<file path="src/rtl/video_pkg.sv">
// Shared constants and FSM state encoding for the aspect-ratio window calculator.
package video_pkg;
  localparam int ABS_FLAG = 12;
  localparam int COORD_W  = 12;

  typedef enum logic [3:0] {
    IDLE,
    MUL1,
    DIV1,
    CHECK,
    MUL2,
    DIV2,
    SIZE,
    PLACE,
    COMMIT
  } ar_state_t;
endpackage

</file>
<file path="src/rtl/video_ar_window_if.sv">
// Configuration inputs and committed window outputs of video_ar_window.
interface video_ar_window_if;
  logic [video_pkg::COORD_W-1:0] HDMI_WIDTH;
  logic [video_pkg::COORD_W-1:0] HDMI_HEIGHT;
  logic [video_pkg::COORD_W:0]   VIDEO_ARX;
  logic [video_pkg::COORD_W:0]   VIDEO_ARY;
  logic [video_pkg::COORD_W-1:0] HMIN;
  logic [video_pkg::COORD_W-1:0] HMAX;
  logic [video_pkg::COORD_W-1:0] VMIN;
  logic [video_pkg::COORD_W-1:0] VMAX;
  logic                          WIN_VALID;
  logic                          BUSY;

  modport master (
    output HDMI_WIDTH, HDMI_HEIGHT, VIDEO_ARX, VIDEO_ARY,
    input  HMIN, HMAX, VMIN, VMAX, WIN_VALID, BUSY
  );

  modport slave (
    input  HDMI_WIDTH, HDMI_HEIGHT, VIDEO_ARX, VIDEO_ARY,
    output HMIN, HMAX, VMIN, VMAX, WIN_VALID, BUSY
  );
endinterface

</file>
<file path="src/rtl/video_ar_div.sv">
// Restoring radix-2 divider, one quotient bit per cycle; START restarts any run in flight.
module video_ar_div
  import video_pkg::*;
#(
  parameter int DIV_W = 24
) (
  input  logic               CLK_VIDEO,
  input  logic               RESET_N,
  input  logic               START,
  input  logic [DIV_W-1:0]   NUM,
  input  logic [COORD_W-1:0] DEN,
  output logic [DIV_W-1:0]   QUO,
  output logic               DONE
);
  localparam int CNT_W = $clog2(DIV_W + 1);

  logic [COORD_W-1:0] rem_q;
  logic [COORD_W-1:0] den_q;
  logic [DIV_W-1:0]   sr_q;
  logic [CNT_W-1:0]   cnt;
  logic               running;

  logic [COORD_W-1:0] rem_src;
  logic [COORD_W-1:0] den_src;
  logic [DIV_W-1:0]   sr_src;
  logic [COORD_W:0]   trial;
  logic [COORD_W:0]   diff;
  logic               ge;
  logic [COORD_W-1:0] rem_nxt;
  logic [DIV_W-1:0]   sr_nxt;

  // The first bit is resolved in the START cycle itself, so 24 bits finish 24 cycles later.
  always_comb begin
    rem_src = START ? '0 : rem_q;
    sr_src  = START ? NUM : sr_q;
    den_src = START ? DEN : den_q;
    trial   = {rem_src, sr_src[DIV_W-1]};
    diff    = trial - {1'b0, den_src};
    ge      = (trial >= {1'b0, den_src});
    rem_nxt = ge ? diff[COORD_W-1:0] : trial[COORD_W-1:0];
    sr_nxt  = {sr_src[DIV_W-2:0], ge};
  end

  always_ff @(posedge CLK_VIDEO or negedge RESET_N) begin
    if (!RESET_N) begin
      running <= 1'b0;
      cnt     <= '0;
      DONE    <= 1'b0;
    end else if (START) begin
      running <= 1'b1;
      cnt     <= CNT_W'(DIV_W - 1);
      DONE    <= 1'b0;
    end else if (running) begin
      cnt <= cnt - 1'b1;
      if (cnt == CNT_W'(1)) begin
        running <= 1'b0;
        DONE    <= 1'b1;
      end
    end else begin
      DONE <= 1'b0;
    end
  end

  always_ff @(posedge CLK_VIDEO) begin
    if (START || running) begin
      rem_q <= rem_nxt;
      sr_q  <= sr_nxt;
    end
    if (START) den_q <= DEN;
  end

  // A zero divisor makes every trial succeed, so the quotient reads back all-ones.
  assign QUO = sr_q;
endmodule

</file>
<file path="src/rtl/video_ar_window.sv">
// Turns the aspect/absolute size code into a centred output window, committed atomically.
module video_ar_window
  import video_pkg::*;
#(
  parameter int DIV_W = 24
) (
  input  logic             CLK_VIDEO,
  input  logic             RESET_N,
  video_ar_window_if.slave bus
);
  typedef logic [COORD_W-1:0] coord_t;

  ar_state_t        state;
  ar_state_t        entry_state;
  logic             force_start;
  logic             changed;
  logic             fits;
  coord_t           sh_width;
  coord_t           sh_height;
  logic [COORD_W:0] sh_arx;
  logic [COORD_W:0] sh_ary;

  logic [DIV_W-1:0] prod;
  logic [DIV_W-1:0] quo;
  coord_t           div_den;
  logic             div_start;
  logic             div_done;

  coord_t w;
  coord_t h;
  coord_t hmin_c;
  coord_t vmin_c;
  coord_t hmin_n;
  coord_t hmax_n;
  coord_t vmin_n;
  coord_t vmax_n;

  function automatic coord_t sat_min1(input coord_t v);
    return (v == '0) ? coord_t'(1) : v;
  endfunction

  function automatic coord_t abs_size(input coord_t req, input coord_t full);
    return (req == '0 || req > full) ? full : req;
  endfunction

  always_comb begin
    changed = (bus.HDMI_WIDTH != sh_width) || (bus.HDMI_HEIGHT != sh_height) ||
              (bus.VIDEO_ARX != sh_arx) || (bus.VIDEO_ARY != sh_ary);
    // Any flag set, or a zero ratio component, bypasses the multiply/divide path.
    if (bus.VIDEO_ARX[ABS_FLAG] || bus.VIDEO_ARY[ABS_FLAG] ||
        bus.VIDEO_ARX[COORD_W-1:0] == '0 || bus.VIDEO_ARY[COORD_W-1:0] == '0)
      entry_state = SIZE;
    else
      entry_state = MUL1;
    fits    = (quo[DIV_W-1:COORD_W] == '0) && (quo[COORD_W-1:0] <= sh_width);
    div_den = (state == DIV1) ? sh_ary[COORD_W-1:0] : sh_arx[COORD_W-1:0];
    hmin_c  = (sh_width - w) >> 1;
    vmin_c  = (sh_height - h) >> 1;
  end

  video_ar_div #(.DIV_W(DIV_W)) u_div (
    .CLK_VIDEO (CLK_VIDEO),
    .RESET_N   (RESET_N),
    .START     (div_start),
    .NUM       (prod),
    .DEN       (div_den),
    .QUO       (quo),
    .DONE      (div_done)
  );

  always_ff @(posedge CLK_VIDEO or negedge RESET_N) begin
    if (!RESET_N) begin
      state         <= IDLE;
      force_start   <= 1'b1;
      sh_width      <= '0;
      sh_height     <= '0;
      sh_arx        <= '0;
      sh_ary        <= '0;
      div_start     <= 1'b0;
      bus.HMIN      <= '0;
      bus.HMAX      <= '0;
      bus.VMIN      <= '0;
      bus.VMAX      <= '0;
      bus.WIN_VALID <= 1'b0;
      bus.BUSY      <= 1'b0;
    end else begin
      bus.WIN_VALID <= 1'b0;
      div_start     <= 1'b0;
      // A change in any state abandons the current calculation and restarts it.
      if (force_start || changed) begin
        sh_width    <= bus.HDMI_WIDTH;
        sh_height   <= bus.HDMI_HEIGHT;
        sh_arx      <= bus.VIDEO_ARX;
        sh_ary      <= bus.VIDEO_ARY;
        force_start <= 1'b0;
        bus.BUSY    <= 1'b1;
        state       <= entry_state;
      end else begin
        case (state)
          IDLE: state <= IDLE;
          MUL1: begin
            div_start <= 1'b1;
            state     <= DIV1;
          end
          // DONE seen in the START cycle belongs to an abandoned run.
          DIV1:  if (!div_start && div_done) state <= CHECK;
          CHECK: state <= fits ? PLACE : MUL2;
          MUL2: begin
            div_start <= 1'b1;
            state     <= DIV2;
          end
          DIV2:  if (!div_start && div_done) state <= PLACE;
          SIZE:  state <= PLACE;
          PLACE: state <= COMMIT;
          COMMIT: begin
            bus.HMIN      <= hmin_n;
            bus.HMAX      <= hmax_n;
            bus.VMIN      <= vmin_n;
            bus.VMAX      <= vmax_n;
            bus.WIN_VALID <= 1'b1;
            bus.BUSY      <= 1'b0;
            state         <= IDLE;
          end
          default: state <= IDLE;
        endcase
      end
    end
  end

  always_ff @(posedge CLK_VIDEO) begin
    case (state)
      MUL1:  prod <= DIV_W'(sh_height) * DIV_W'(sh_arx[COORD_W-1:0]);
      MUL2:  prod <= DIV_W'(sh_width) * DIV_W'(sh_ary[COORD_W-1:0]);
      CHECK: begin
        if (fits) begin
          w <= sat_min1(quo[COORD_W-1:0]);
          h <= sat_min1(sh_height);
        end
      end
      DIV2: begin
        w <= sat_min1(sh_width);
        h <= sat_min1(quo[COORD_W-1:0]);
      end
      SIZE: begin
        if (sh_arx[ABS_FLAG] && sh_ary[ABS_FLAG]) begin
          w <= sat_min1(abs_size(sh_arx[COORD_W-1:0], sh_width));
          h <= sat_min1(abs_size(sh_ary[COORD_W-1:0], sh_height));
        end else begin
          w <= sat_min1(sh_width);
          h <= sat_min1(sh_height);
        end
      end
      PLACE: begin
        hmin_n <= hmin_c;
        hmax_n <= hmin_c + w - 1'b1;
        vmin_n <= vmin_c;
        vmax_n <= vmin_c + h - 1'b1;
      end
      default: ;
    endcase
  end
endmodule

</file>
<file path="src/flat_wrapper.sv">
// flat-port wrapper written by rule: the top's interface ports become plain ports
module video_ar_window_flat import video_pkg::*;
#(
  parameter int DIV_W = 24
)
  (CLK_VIDEO, RESET_N, bus_HDMI_WIDTH, bus_HDMI_HEIGHT, bus_VIDEO_ARX, bus_VIDEO_ARY, bus_HMIN, bus_HMAX, bus_VMIN, bus_VMAX, bus_WIN_VALID, bus_BUSY);
  video_ar_window_if bus_i ();
  input  logic CLK_VIDEO;
  input  logic RESET_N;
  input wire logic [$bits(bus_i.HDMI_WIDTH)-1:0] bus_HDMI_WIDTH;
  input wire logic [$bits(bus_i.HDMI_HEIGHT)-1:0] bus_HDMI_HEIGHT;
  input wire logic [$bits(bus_i.VIDEO_ARX)-1:0] bus_VIDEO_ARX;
  input wire logic [$bits(bus_i.VIDEO_ARY)-1:0] bus_VIDEO_ARY;
  output wire logic [$bits(bus_i.HMIN)-1:0] bus_HMIN;
  output wire logic [$bits(bus_i.HMAX)-1:0] bus_HMAX;
  output wire logic [$bits(bus_i.VMIN)-1:0] bus_VMIN;
  output wire logic [$bits(bus_i.VMAX)-1:0] bus_VMAX;
  output wire logic [$bits(bus_i.WIN_VALID)-1:0] bus_WIN_VALID;
  output wire logic [$bits(bus_i.BUSY)-1:0] bus_BUSY;
  assign bus_i.HDMI_WIDTH = bus_HDMI_WIDTH;
  assign bus_i.HDMI_HEIGHT = bus_HDMI_HEIGHT;
  assign bus_i.VIDEO_ARX = bus_VIDEO_ARX;
  assign bus_i.VIDEO_ARY = bus_VIDEO_ARY;
  assign bus_HMIN = bus_i.HMIN;
  assign bus_HMAX = bus_i.HMAX;
  assign bus_VMIN = bus_i.VMIN;
  assign bus_VMAX = bus_i.VMAX;
  assign bus_WIN_VALID = bus_i.WIN_VALID;
  assign bus_BUSY = bus_i.BUSY;
  video_ar_window #(.DIV_W(DIV_W)) u_core (.CLK_VIDEO(CLK_VIDEO), .RESET_N(RESET_N), .bus(bus_i));
endmodule
</file>
<file path="config.mk">
export PLATFORM = sky130hd
export DESIGN_NAME = video_ar_window_flat
export DESIGN_NICKNAME = d
export VERILOG_FILES = /design/src/rtl/video_pkg.sv /design/src/rtl/video_ar_window_if.sv /design/src/rtl/video_ar_div.sv /design/src/rtl/video_ar_window.sv /design/src/flat_wrapper.sv
export SDC_FILE = /design/constraint.sdc
export NUM_CORES = 1
export LEC_CHECK = 0
export BUFFER_PORTS_ARGS = -buffer_cell sky130_fd_sc_hd__buf_2
export CORE_UTILIZATION = 38
export CTS_CLUSTER_SIZE = 25
export DETAILED_ROUTE_END_ITERATION = 7
export GPL_TIMING_DRIVEN = 0
export RECOVER_POWER = 25
export SYNTH_ARGS = -nofsm -noshare
export SYNTH_HDL_FRONTEND = slang
export SYNTH_SLANG_ARGS = --single-unit
</file>
<file path="constraint.sdc">
create_clock -name CLK_VIDEO -period 6.2 [get_ports CLK_VIDEO]
set_input_delay 0.31 -clock CLK_VIDEO [delete_from_list [all_inputs] [get_ports CLK_VIDEO]]
set_output_delay 0.31 -clock CLK_VIDEO [all_outputs]
set_load 0.02 [all_outputs]
</file>
# [Word level (Yosys, flattened, before mapping)]
# Index checks and enable logic that the tools add are counted.
# Widths: inputs -> output; s select.
[totals] reg_bits=253 inputBits=52 word_cells=129 out_inout_bits=50
[classes] n_reduce_logical=32 n_eq_ne=17 n_mul=2 add_sub_neg=8 n_lt_le_gt_ge=4 muxes=39 bitwise=1
[ops] cell="$mux 12" n=15
[ops] cell="$logic_not 12->1" n=10
[ops] cell="$pmux 12 s3" n=2
[ops] cell="$mul 12x12->24" n=2
[ops] cell="$pmux 24 s2" n=1
[ops] cell="$sub 12x12->12" n=3
[ops] cell="$pmux 4 s7" n=1
[ops] cell="$ne 13x13->1" n=2
[ops] cell="$add 11x12->12" n=2
[ops] cell="$gt 12x12->1" n=2
[ops] cell="$mux 24" n=1
[ops] cell="$ne 12x12->1" n=2
[ops] cell="$sub 12x1->12 const B" n=2
[ops] cell="$eq 4x3->1 const B" n=4
[ops] cell="$ge 13x12->1" n=1
[ops] cell="$le 12x12->1" n=1
[ops] cell="$mux 1" n=12
[ops] cell="$mux 4" n=3
[ops] cell="$logic_or 1x1->1" n=10
[ops] cell="$mux 5" n=2
[ops] cell="$eq 4x2->1 const B" n=2
[ops] cell="$ne 3x1->1 const B" n=2
[ops] cell="$reduce_and 2->1" n=3
[ops] cell="$reduce_bool 2->1" n=3
[ops] cell="other kinds (13)" n=15

# [Logic depth before layout (Yosys ltp)]
[depth] word_depth=7 mapped_depth=22 ltp_nobuf=20

# [Modules after synthesis]
# From an unflattened synthesis, not the netlist that was laid out.
[hier_totals] cells_unflattened=2468 hier_area_um2=23420.0
[by_module_without_submodules] mod="video_ar_window" n_inst=1 area_each_um2=20328.2 seq_area_each_um2=5426.5 cells_per_inst=2202
[by_module_without_submodules] mod="video_ar_div" n_inst=1 area_each_um2=3091.7 seq_area_each_um2=1496.4 cells_per_inst=266

# [Worst setup path after synthesis]
# OpenSTA, ideal clock, no wires.
[synth_path] path_kind="register to register" from="reg u_core.sh_arx[3]" to="reg u_core.prod[23] (data pin)" t_required_ps=5935 setup_ps=265 path_stages_with_launch=21 path_buffers=2 period_less_slack_ps=5778 slack_ps=422 arrival_ps=5513 cell_sequence="dfrtp_1 -> clkbuf_1 -> clkbuf_1 -> nand2_1 -> fa_1 -> fa_1 -> inv_1 -> fa_1 -> fa_1 -> inv_1 -> fa_1 -> inv_1 -> ha_1 -> a21o_1 -> o211a_1 -> a211oi_1 -> o31ai_1 -> a21o_1 -> o311a_1 -> mux2i_1 -> or3_1"
[synth_via] elab_chain_cells=2
[synth_lines] element="start, declared" line_no="video_ar_window.sv:20" source="logic [COORD_W:0] sh_arx;"
[synth_lines] element="start signal, assigned" line_no="video_ar_window.sv:93" source="sh_arx <= bus.VIDEO_ARX;"
[synth_lines] element="$mul 12x12->24" line_no="video_ar_window.sv:132" source="MUL1: prod <= DIV_W'(sh_height) * DIV_W'(sh_arx[COORD_W-1:0]);"
[synth_lines] element="$pmux 24 s2" line_no="video_ar_window.sv:131" source="case (state)"
[synth_lines] element="end signal, assigned" line_no="video_ar_window.sv:132"
[synth_lines] element="end signal, assigned" line_no="video_ar_window.sv:133" source="MUL2: prod <= DIV_W'(sh_width) * DIV_W'(sh_ary[COORD_W-1:0]);"
[synth_lines] element="end, declared" line_no="video_ar_window.sv:23" source="logic [DIV_W-1:0] prod;"
# Every way passes these cells.
# A chain may end at the register's enable or synchronous reset.

# [Final worst setup path]
[layout_path] from="reg u_core.sh_height[3]" to="reg u_core.prod[23] (data pin)"
[layout_via] elab_chain_cells=2
[layout_lines] element="start, declared" line_no="video_ar_window.sv:19" source="coord_t sh_height;"
[layout_lines] element="start signal, assigned" line_no="video_ar_window.sv:92" source="sh_height <= bus.HDMI_HEIGHT;"
[layout_lines] element="$mul 12x12->24" line_no="video_ar_window.sv:132"
[layout_lines] element="$pmux 24 s2" line_no="video_ar_window.sv:131"
# Every way passes these cells.

==> impl_metrics.env <==
export IMPL_synthXorXnorAreaFrac=0.0478
export IMPL_synthMuxAreaShare=0.0519
export IMPL_reg2reg_slack_ps=210
export IMPL_path_common_cell="fa_1"
export IMPL_final_nets=3052
export IMPL_hpwl_mm=50.6
export IMPL_yosysUniqueCellTypes=69
export IMPL_clock_sinks=253
export IMPL_coreArea_sq_mm=0.0605
export IMPL_cp_required_ps=6520
export IMPL_rows=90
export IMPL_ios=102
export IMPL_ys_seq_area_frac=0.297
export IMPL_grt_max_degree=91
export IMPL_synthArstFlopShare=0.439
export IMPL_root_buffer="clkbuf_16"
export IMPL_synthCells=2365
export IMPL_via_count=17400
export IMPL_vdd_drop_max_uv=295
export IMPL_finalHoldViolCount=0
export IMPL_totalWireLength_mm=63.9
export IMPL_start_kind="flip-flop"
export IMPL_cap_violations=2
export IMPL_die_h_um=250
export IMPL_rr_startpoint="u_core.sh_height[3]"
export IMPL_synth_top_cell_by_area="fa_1"
export IMPL_synth_compound_area_share=0.0808
export IMPL_netlist_area_leader_share=0.176
export IMPL_critPathMaxFanout=10
export IMPL_setup_tns_final_ps=0
export IMPL_drt_initial_drc_count=1089
export IMPL_yosysWarningCount=0
export IMPL_critPathCaptureType="flip-flop"
export IMPL_period_share=0.966
export IMPL_synth_top_family_by_area="adder cells"
export IMPL_max_slew_margin=-0.553
export IMPL_post_synth_fa_ha_maj_area_fraction=0.303
export IMPL_wl_per_cell_um=19.0
export IMPL_finalSetupViolations=0
export IMPL_cts_max_path_buffers=3
export IMPL_grt_pass1_vias=18000
export IMPL_hold_start="bus_VIDEO_ARY[11]"
export IMPL_grt_use_total=0.209
export IMPL_die_area_sq_mm=0.0623
export IMPL_worstMarginPinSlew_ps=2330
export IMPL_yosysMostFrequentCell="inv_1"
export IMPL_path_cells="clkbuf_4, nand2_1, fa_1, fa_1, fa_1, inv_1, fa_1, inv_1, fa_1, inv_1, ha_1, and3_1, o211a_1, a211oi_2, o31ai_2, a21o_1, o311a_1, mux2i_1, or3_1"
export IMPL_synth_common_cells="inv_1, ha_1, nand2_1, fa_1, clkbuf_1"
export IMPL_drive_above_1_share=0.120
export IMPL_whs_ps=146
export IMPL_hp_class="in2reg"
export IMPL_syn_area_sq_mm=0.0233
export IMPL_fmaxAchievable_mhz=167
export IMPL_gr_total_overflow=0
export IMPL_grt_pass1_wl_mm=101
export IMPL_r2r_end="u_core.prod[23]"
export IMPL_synth_seq_cells=253
export IMPL_p_leak_nw=12.7
export IMPL_hold_path_end="u_core.sh_ary[11]"
export IMPL_path_clk_slew_ps=60
export IMPL_period_needed_ps=5990
export IMPL_cts_tree="built"
export IMPL_powerDensity_mw_per_mm2=349
export IMPL_cp_arrival_ps=6310
export IMPL_cp_slowest_cell="fa_1"
export IMPL_route_detailed_drc=0
export IMPL_max_stage_delay_ps=570
export IMPL_ant_nets=0
export IMPL_grt_setup_unrepaired="no"
export IMPL_status="finished with violations"
export IMPL_netlist_top_cells_area="fa_1, edfxtp_1, ha_1"
export IMPL_initial_core_util=0.385
export IMPL_portBuffers=99
export IMPL_antenna_found_initial=1
export IMPL_reg2reg_depth=19
export IMPL_insertion_delay_ps=590
export IMPL_synth_edf_count=130
export IMPL_place_congestion=1.02
export IMPL_first_pass_iters=6
export IMPL_cts_buffers=29
export IMPL_worstSetupPathType="reg2reg"
export IMPL_htreeDepth=1
export IMPL_postSynthAreaPerCell_sq_um=9.85
export IMPL_synth_simple_area_share=0.127
export IMPL_drv_slew=114
export IMPL_synth_main_ff_cell="edfxtp_1"
export IMPL_via_per_inst=5.17
export IMPL_area_growth_pct=14.3
export IMPL_failed_checks="capacitance limit, slew limit"
export IMPL_clock_skew_ps=24.0
export IMPL_hold_depth=2
export IMPL_die_x_um=250
-- metal layers --
layer  vias up  track usage  routed length (um)
met5         -            0                   0
met4         0       0.0702                2090
met3       129       0.0228                3390
met2       543        0.359               31200
met1      8637        0.272               27200
li1       8074            -                   -
-- final cells by class --
class                           instances  area, sq um
Fill cell                            5765        33800
Multi-Input combinational cell       1554        14300
Sequential cell                       253         6970
Inverter                              412         1550
Timing Repair Buffer                  180         1190
Tap cell                              782          978
Clock buffer                           42          867
Buffer                                129          639
Clock inverter                         12          125
Antenna cell                            1         2.50
-- timing repair --
action,CTS,global route
hold buffers,50,0
gates cloned,0,0
setup endpoints to repair,9,7
pin swaps,0,1
setup buffers,2,24
hold endpoints to repair,114,0
gates resized for setup,86,55
-- through the flow --
step	total power [mW]	util	worst slack (ps)	area, sq um	cells
after floorplan	5.95	-	422	23300	2367
after global placement	7.28	0.410	-678	24800	3248
after detailed placement	7.38	0.412	-686	24900	3253
after CTS	9.31	0.438	5.28	26500	3345
after global routing	10.1	0.440	5.99	26600	3365
final	9.28	0.440	210	26600	3365
-- logic make-up (layout without fill, tap and decap cells) --
logic type | after synthesis | count (layout)
buffers and inverters | 560 | 775
adder cells (fa/ha/maj) | 441 | 441
AND/OR/NAND/NOR | 601 | 601
XOR/XNOR | 127 | 127
flip-flops | 253 | 253
multiplexers | 100 | 100
AO/OA/AOI/OAI | 282 | 282
other | 1 | 4
-- placed cells by master, fill, tap and decap left out, types with 23 or more instances in the layout --
master         instances
edfxtp_1             130
nand4_1               23
dfrtp_2               34
mux2_2                48
inv_1                410
nor3_1                23
nor2_1                74
a21o_1                51
and2_1               117
nor2b_1               27
clkbuf_1             132
xnor2_1               68
o21ai_0               47
nand2_1              234
fa_1                 205
nor4_1                30
dlygate4sd3_1         50
dfrtp_1               74
clkbuf_16             31
a21oi_1               85
buf_4                 35
mux2_4                29
xor2_1                59
ha_1                 235
buf_2                 56
-- worst max path at each step --
| stage | slack (ps) | cells after the start | end | startpoint |
|---|---|---|---|---|
| after detailed placement | -690 | 20 | u_core.prod[23] | u_core.sh_arx[4] |
| after CTS | 5 | 20 | u_core.prod[23] | u_core.sh_width[4] |
| final | 210 | 19 | u_core.prod[23] | u_core.sh_height[3] |
| after floorplan | 420 | 20 | u_core.prod[23] | u_core.sh_arx[3] |
| after global placement | -680 | 20 | u_core.prod[19] | u_core.sh_width[8] |
| after global routing | 6 | 17 | u_core.prod[22] | u_core.sh_height[9] |
-- power by group --
group / leakage (nW) / switching [mW] / internal, mW / total, mW
clock network: 0.488 / 0.727 / 1.06 / 1.78
registers: 2.60 / 0.0896 / 2.08 / 2.17
logic: 9.61 / 3.08 / 2.25 / 5.33
total: 12.7 / 3.90 / 5.38 / 9.28
-- critical path, delay by kind of cell, from the launching register on --
| kind | cells | cell delay (ps) |
|---|---|---|
| multiplexers | 1 | 180 |
| AO/OA/AOI/OAI | 5 | 1080 |
| flip-flops | 1 | 510 |
| AND/OR/NAND/NOR | 3 | 680 |
| buffers and inverters | 4 | 430 |
| adder cells (fa/ha/maj) | 6 | 2830 |
-- registers in the layout (all words and copies together), names as in the netlist, 13 cells and up --
signal and count:
u_core.prod 24, u_core.sh_ary 13, u_core.sh_arx 13, u_core.u_div.QUO 24
Note: power is estimated with default switching activity, not from simulation.
